### src/rtl/restoring_divider.sv
// Multi-cycle restoring divider: one quotient bit per RUN cycle, fixed latency.
// Optional DIVIDER_SIGNED_EN selects two's-complement operands and results.
module restoring_divider #(
    parameter int WIDTH = 8
) (
    input  logic             clk,
    input  logic             rst_n,
    input  logic             start,
    input  logic [WIDTH-1:0] dividend,
    input  logic [WIDTH-1:0] divisor,
    output logic             busy,
    output logic             done,
    output logic [WIDTH-1:0] quotient,
    output logic [WIDTH-1:0] remainder,
    output logic             div_by_zero
);

    localparam int CW = $clog2(WIDTH + 1);

    typedef enum logic [1:0] {
        IDLE,
        RUN,
        DONE
    } state_t;

    state_t state, state_nxt;

    logic [CW-1:0]    count;
    logic [WIDTH-1:0] acc;
    logic [WIDTH-1:0] part;
    logic [WIDTH-1:0] dvs;
    logic             dz;

    logic [WIDTH-1:0] mag_dvd;
    logic [WIDTH-1:0] mag_dvs;
    logic [WIDTH:0]   shifted;
    logic [WIDTH:0]   trial;
    logic             keep;
    logic [WIDTH-1:0] part_step;
    logic [WIDTH-1:0] acc_step;
    logic [WIDTH-1:0] res_q;
    logic [WIDTH-1:0] res_r;
    logic             finish;

`ifdef DIVIDER_SIGNED_EN
    logic neg_q;
    logic neg_r;

    assign mag_dvd = dividend[WIDTH-1] ? -dividend : dividend;
    assign mag_dvs = divisor[WIDTH-1] ? -divisor : divisor;
`else
    assign mag_dvd = dividend;
    assign mag_dvs = divisor;
`endif

    // acc holds the unconsumed dividend bits and collects quotient bits from the right
    assign shifted   = {part, acc[WIDTH-1]};
    assign trial     = shifted - {1'b0, dvs};
    assign keep      = ~trial[WIDTH];
    assign part_step = keep ? trial[WIDTH-1:0] : shifted[WIDTH-1:0];
    assign acc_step  = {acc[WIDTH-2:0], keep};
    assign finish    = dz || (count == '0);

    always_comb begin
        res_q = acc;
        res_r = part;
`ifdef DIVIDER_SIGNED_EN
        if (!dz) begin
            res_q = neg_q ? -acc : acc;
            res_r = neg_r ? -part : part;
        end
`endif
    end

    always_comb begin
        state_nxt = state;
        case (state)
            IDLE:    if (start) state_nxt = RUN;
            RUN:     if (finish) state_nxt = DONE;
            DONE:    state_nxt = IDLE;
            default: state_nxt = IDLE;
        endcase
    end

    assign busy = (state == RUN);
    assign done = (state == DONE);

    always_ff @(posedge clk or negedge rst_n) begin
        if (!rst_n) begin
            state       <= IDLE;
            count       <= '0;
            acc         <= '0;
            part        <= '0;
            dvs         <= '0;
            dz          <= 1'b0;
            quotient    <= '0;
            remainder   <= '0;
            div_by_zero <= 1'b0;
`ifdef DIVIDER_SIGNED_EN
            neg_q       <= 1'b0;
            neg_r       <= 1'b0;
`endif
        end else begin
            state <= state_nxt;
            case (state)
                IDLE: begin
                    if (start) begin
                        count <= CW'(WIDTH);
                        dz    <= (divisor == '0);
                        dvs   <= mag_dvs;
`ifdef DIVIDER_SIGNED_EN
                        neg_q <= dividend[WIDTH-1] ^ divisor[WIDTH-1];
                        neg_r <= dividend[WIDTH-1];
`endif
                        // zero divisor: stage the fixed result right away
                        if (divisor == '0) begin
                            acc  <= '1;
                            part <= dividend;
                        end else begin
                            acc  <= mag_dvd;
                            part <= '0;
                        end
                    end
                end
                RUN: begin
                    if (finish) begin
                        quotient    <= res_q;
                        remainder   <= res_r;
                        div_by_zero <= dz;
                    end else begin
                        acc   <= acc_step;
                        part  <= part_step;
                        count <= count - CW'(1);
                    end
                end
                default: ;
            endcase
        end
    end

endmodule

### config.mk
export PLATFORM = sky130hd
export DESIGN_NAME = restoring_divider
export DESIGN_NICKNAME = d
export VERILOG_FILES = /design/src/rtl/restoring_divider.sv
export SDC_FILE = /design/constraint.sdc
export NUM_CORES = 1
export LEC_CHECK = 0
export CORE_MARGIN = 2
export CORE_UTILIZATION = 54
export CTS_CLUSTER_DIAMETER = 60
export CTS_CLUSTER_SIZE = 10
export DETAILED_ROUTE_END_ITERATION = 8
export PLACE_DENSITY = 0.8
export SETUP_SLACK_MARGIN = 0.05
export SLEW_MARGIN = 5
export SYNTH_ARGS = -nofsm -noshare
export SYNTH_HDL_FRONTEND = slang
export SYNTH_SLANG_ARGS = --single-unit
export TNS_END_PERCENT = 100
### constraint.sdc
create_clock -name clk -period 3 [get_ports clk]
set_input_delay 0.3 -clock clk [delete_from_list [all_inputs] [get_ports clk]]
set_output_delay 0.3 -clock clk [all_outputs]
set_load 0.05 [all_outputs]
==> flow_summary.yaml, run 1 <==
run:
  cap_violations: 0
synth:
  syn_inst: 262
  synth_edf_count: 0
  yosysTopAreaCell: "dfrtp_1"
  async_flop_share_pct: 100
  synth_flop_cell: "dfrtp_1"
  synth-seq-area-share_pct: 48.1
  ys_top_cells_by_area: "dfrtp_1, nand2_1, ha_1, o21ai_0, inv_1"
  yosysWarnings: 0
  ys_ff_latch: 48
  postSynthAreaPerCell_um2: 9.54
  yosysUniqueCellTypes: 47
  yosysTopAreaCellShare_pct: 48.1
  synth_area_um2: 2500
  synthesis.nets: 292
worst_setup_path:
  rr_startpoint: "acc[7]$_DFFE_PN0P_"
  cp-end-kind: "register"
  reg2reg_depth: 9
  startpoint_type: "register"
  crit_arrival_ns: 2.73
  cp.required_ns: 3.24
  r2r-end: "part[1]$_DFFE_PN0P_"
  r2r_slack_ns: 0.51
  crit_start: "acc[7]$_DFFE_PN0P_"
  worstSetupPathType: "reg2reg"
  cp-endpoint: "part[1]$_DFFE_PN0P_"
  worstPathMaxFanout: 10
clocking:
  clock_latency_ns: 0.31
  post_cts_resized: 0
  cts_hold_buf: 0
  htreeDepth: 2
  cts.sinks: 48
  cts_root_buf: "clkbuf_8"
  cts_tree: "yes"
  postCtsSetupBuffers: 0
  path_clk_slew_ns: 0.10
  cts_made_buffers: 5
  clk_path_buf_depth: 2
routing:
  initialDrtViolationCount: 96
  drt-wirelength-per-cell_um: 14.8
  route.detailed.drc: 0
  vias: 1961
  first_pass_iters: 4
  antenna_left: 0
  viasPerCell: 5.57
  drt_wl_total_mm: 5.20
finish:
  final_net_count: 329
  antennaDiodeCount: 0
  utilization_pct: 69.1
  area_growth_pct: 22.1
  layout-drive-gt1-share_pct: 10.7
grt:
  grt_pass1_wl_mm: 8.89
  overflow: 0
  grt_pass1_vias: 1900
  antenna_found_initial: 0
  grt_max_degree: 49
  grt_usage_pct: 22.0
timing:
  setup_viol: 0
  hold_violations: 0
  fin_skew_ns: 0.0178
  worst_pin_slew_ns: 1.03
  rsz0062_at_grt: "false"
  drv_slew: 0
  max_slew_margin_pct: 31.1
  period_minus_slack_ns: 2.49
  layout_setup_ws_ns: 0.510
  period_share_pct: 83.0
  max_freq_mhz: 402
  fin_tns_setup_ns: 0
die:
  dieWidth_um: 72.0
  die_h_um: 72.0
  core_um2: 4410
  initial_core_util_pct: 56.6
  io_pins: 38
  rows: 24
  dieArea_um2: 5190
hold_path:
  min_path_type: "in2async"
place:
  hpwl_mm: 3.67
  pre_cts_ws_ns: 0.528
  routabilityCongestion: 0.813
  portBuffers: 37
outcome:
  status: "complete, no violations"
==> cell usage in the layout (no fill, tap or decap), types with 3 or more instances in the layout <==
cell type,count
nand2_1,54
dfrtp_1,48
clkdlybuf4s50_1,36
o21ai_0,18
inv_1,17
nor2_1,15
ha_1,10
nor3_1,9
o21ai_1,7
o31ai_1,7
or3_1,6
a22oi_1,6
buf_4,6
clkbuf_8,5
xnor2_1,4
mux2i_1,4
mux2_2,3
a21oi_1,3
==> metal layers <==
| layer | share of wire, % | global-route usage [%] | vias to the layer above |
|---|---|---|---|
| li1 | - | - | 969 |
| met1 | 46 | 29.0 | 925 |
| met2 | 47 | 36.0 | 55 |
| met3 | 3.8 | 5.28 | 12 |
| met4 | 2.6 | 7.13 | 0 |
| met5 | 0 | 0 | - |
==> cell families (layout without fill, tap and decap cells) <==
kind of cell | after synthesis | count (layout) | share of synthesized area, %
simple gates | 100 | 100 | 18.1
xor+xnor | 6 | 6 | 2.85
fa+ha+maj | 11 | 11 | 5.81
mux | 9 | 9 | 4.16
buf+inv | 30 | 68 | 5.21
flops | 48 | 48 | 48.1
compound gates | 58 | 58 | 15.8
==> synth_stat cells (3+ instances only) <==
cell type and count:
nor2_1 15, dfrtp_1 48, or3_1 6, o21ai_1 6
nand2_1 54, inv_1 17, nor3_1 9, xnor2_1 4
a21oi_1 3, clkbuf_1 8, a22oi_1 6, ha_1 10
o21ai_0 19, mux2i_1 4, o31ai_1 7, mux2_2 3
==> how the worst min path moves through the flow <==
stage / startpoint / endpoint
floorplan: rst_n / acc[0]$_DFFE_PN0P_
CTS: rst_n / quotient[4]$_DFFE_PN0P_
detailed placement: quotient[1]$_DFFE_PN0P_ / quotient[1]$_DFFE_PN0P_
finish: rst_n / remainder[7]$_DFFE_PN0P_
global route: rst_n / quotient[4]$_DFFE_PN0P_
global placement: quotient[2]$_DFFE_PN0P_ / quotient[2]$_DFFE_PN0P_
==> state kept, by name, summed over array words and instances, names as in the netlist <==
| signal | cells |
|---|---|
| state | 2 |
| acc | 8 |
| count | 4 |
| div_by_zero | 1 |
| dz | 1 |
| remainder | 8 |
| part | 8 |
| quotient | 8 |
| dvs | 8 |
==> layout make-up <==
| type | count | area, um2 |
|---|---|---|
| Tap cell | 52 | 65.1 |
| Clock buffer | 5 | 68.8 |
| Sequential cell | 48 | 1200 |
| Fill cell | 348 | 1360 |
| Inverter | 17 | 63.8 |
| Clock inverter | 3 | 68.8 |
| Multi-Input combinational cell | 184 | 1170 |
| Timing Repair Buffer | 43 | 410 |
==> critical path, stage by stage, from the launching register on <==
cell,delay (ns)
dfrtp_1,0.37
inv_1,0.10
ha_1,0.20
fa_1,0.22
and2b_1,0.21
o31ai_2,0.34
a22oi_4,0.15
xnor2_4,0.38
mux2_4,0.34
o21ai_1,0.12
==> per-stage QoR <==
stage / instances / area [um2] / hold slack, ns
finish: 352 / 3050 / 0.170
global route: 352 / 3050 / 0.257
CTS: 352 / 3050 / 0.198
detailed placement: 344 / 2910 / 0.462
global placement: 344 / 2910 / 0.458
floorplan: 262 / 2500 / 0.00441
Power of run 1 is not shown: default switching activity piles up to over one toggle a cycle in this logic, so the estimate is an artifact.
==> inputs of run 2 (changes only) <==
CORE_UTILIZATION = 48   (was 54)
PLACE_DENSITY = 0.75   (was 0.8)
clock period = 2.2 ns   (was 3 ns; I/O delays follow)
==> run 2 against run 1 <==
The flow now finishes with violations (negative setup slack). Fmax rose by 11%. First-iteration DRC count fell by 19%. Worst hold slack got worse by 0.16 ns. Utilization fell by 5.6 points. Global-route usage fell by 2.1 points.
==> flow_summary.yaml, run 2 (synthesis results as in run 1) <==
finish:
  final_net_count: 349
  regArea_um2: 1200
  layout_common_cells: "nand2_1, dfrtp_1, clkdlybuf4s50_1, buf_4, o21ai_0"
  num-fill-cells: 450
  antennaDiodeCount: 0
  mostFrequentLayoutCell: "nand2_1"
  area_growth_pct: 28.9
  multi_input_area_um2: 1220
  layout-drive-gt1-share_pct: 17.9
routing:
  first_pass_iters: 4
  initialDrtViolationCount: 78
  viasPerCell: 5.18
  antenna_left: 0
  drt-wirelength-per-cell_um: 13.7
  route.detailed.drc: 0
  drt_wl_total_mm: 5.34
  vias: 2015
grt:
  use_met3_pct: 4.38
  overflow: 0
  grt_pass1_wl_mm: 9.29
  grt_usage_pct: 19.9
  use_met1_pct: 27.1
  grt_max_degree: 49
  grt_pass1_vias: 1937
  grt_busiest_layer: "met2"
  met2_usage_pct: 31.7
  antenna_found_initial: 0
die:
  dieArea_um2: 5800
  die_h_um: 76.2
  io_pins: 38
  core_um2: 5070
  initial_core_util_pct: 49.2
  dieWidth_um: 76.2
  rows: 26
clocking:
  clk_path_buf_depth: 2
  cts.sinks: 48
  cts_tree: "yes"
  cts_made_buffers: 5
  cts_hold_buf: 0
  path_clk_slew_ns: 0.09
  htreeDepth: 2
  cts_root_buf: "clkbuf_8"
  clock_latency_ns: 0.30
timing:
  layout_setup_ws_ns: -0.0482
  worst_pin_slew_ns: 0.601
  max_freq_mhz: 445
  setup_viol: 7
  hold_violations: 0
  drv_slew: 0
  period_minus_slack_ns: 2.25
  period_share_pct: 102
  max_slew_margin_pct: 59.9
  rsz0062_at_grt: "true"
  fin_skew_ns: 0.00976
worst_setup_path:
  worstPathMaxFanout: 5
  reg2reg_depth: 8
  critical_path.max_stage_delay_ns: 0.42
  path_cells: "ha_4 -> fa_2 -> and2b_2 -> o31ai_4 -> a22oi_4 -> xnor2_2 -> or3_1 -> a31oi_1"
  cp-end-kind: "register"
  crit_arrival_ns: 2.47
  worstSetupPathType: "reg2reg"
  startpoint_type: "register"
  r2r_slack_ns: -0.05
  slowest_stage: "dfrtp_1"
  rr_startpoint: "dvs[0]$_DFFE_PN0P_"
  cp.required_ns: 2.42
  r2r-end: "part[6]$_DFFE_PN0P_"
hold_path:
  min_path_type: "in2async"
outcome:
  status: "complete, but fails checks"
  violations: "negative setup slack"
place:
  routabilityCongestion: 0.810
  pre_cts_ws_ns: -0.0820
  portBuffers: 37
  hpwl_mm: 3.95
run:
  cap_violations: 0
-- run 2: cell count changes in the layout (fill, tap and decap cells not counted), moves of 2 or more --
cell	delta
buf_4	+17
buf_6	+2
bufinv_16	-2
o21ai_1	-2
o21ai_2	+2
-- run 2: repair_timing --
action                                  in CTS  in global routing
buffers inserted                             0                  7
pin swaps                                    3                  3
gates resized for setup                      3                  3
endpoints found under the setup margin       9                 11
cloned                                       1                  0
-- run 2: final cells by class --
| class | count | area share [%] |
|---|---|---|
| multi-input cells | 185 | 37.9 |
| flip-flops and latches | 48 | 37.3 |
| repair buffers | 62 | 17.7 |
| well taps | 70 | 2.72 |
| clock buffers | 6 | 2.25 |
| inverters | 17 | 1.98 |
| clock inverters | 1 | 0.155 |
-- run 2: how the worst max path moves through the flow --
stage / startpoint / to / slack (ns) / depth (start not counted)
5_1_grt: dvs[0]$_DFFE_PN0P_ / part[6]$_DFFE_PN0P_ / -0.13 / 8
2_1_floorplan: acc[7]$_DFFE_PN0P_ / part[6]$_DFFE_PN0P_ / 0.03 / 9
3_3_place_gp: acc[7]$_DFFE_PN0P_ / part[0]$_DFFE_PN0P_ / -0.02 / 9
6_report: dvs[0]$_DFFE_PN0P_ / part[6]$_DFFE_PN0P_ / -0.05 / 8
3_5_place_dp: acc[7]$_DFFE_PN0P_ / part[0]$_DFFE_PN0P_ / -0.08 / 9
4_1_cts: acc[7]$_DFFE_PN0P_ / part[0]$_DFFE_PN0P_ / -0.04 / 9
-- run 2: layer usage --
layer	wire length (um)	vias to the layer above
li1	-	1011
met1	2440	942
met2	2550	50
met3	234	12
met4	119	0
met5	0	-
-- run 2: per-stage QoR --
step	cell area, um2	TNS [ns]	utilization [%]	cells	hold slack, ns
2_1_floorplan	2510	0	-	262	-0.0756
3_5_place_dp	3050	-0.186	60.1	374	0.356
3_3_place_gp	3050	-0.0366	60.1	374	0.349
5_1_grt	3220	-0.778	63.5	389	0.0462
4_1_cts	3160	-0.163	62.2	382	0.0248
6_report	3220	-0.149	63.5	389	0.00586
-- run 2: critical path: cells and delay by family (launching register included) --
kind / cells / cell delay, ns
simple gates: 2 / 0.62
compound gates: 3 / 0.46
fa+ha+maj: 2 / 0.51
flops: 1 / 0.42
xor+xnor: 1 / 0.16
Power of run 2 is left out for the same reason.
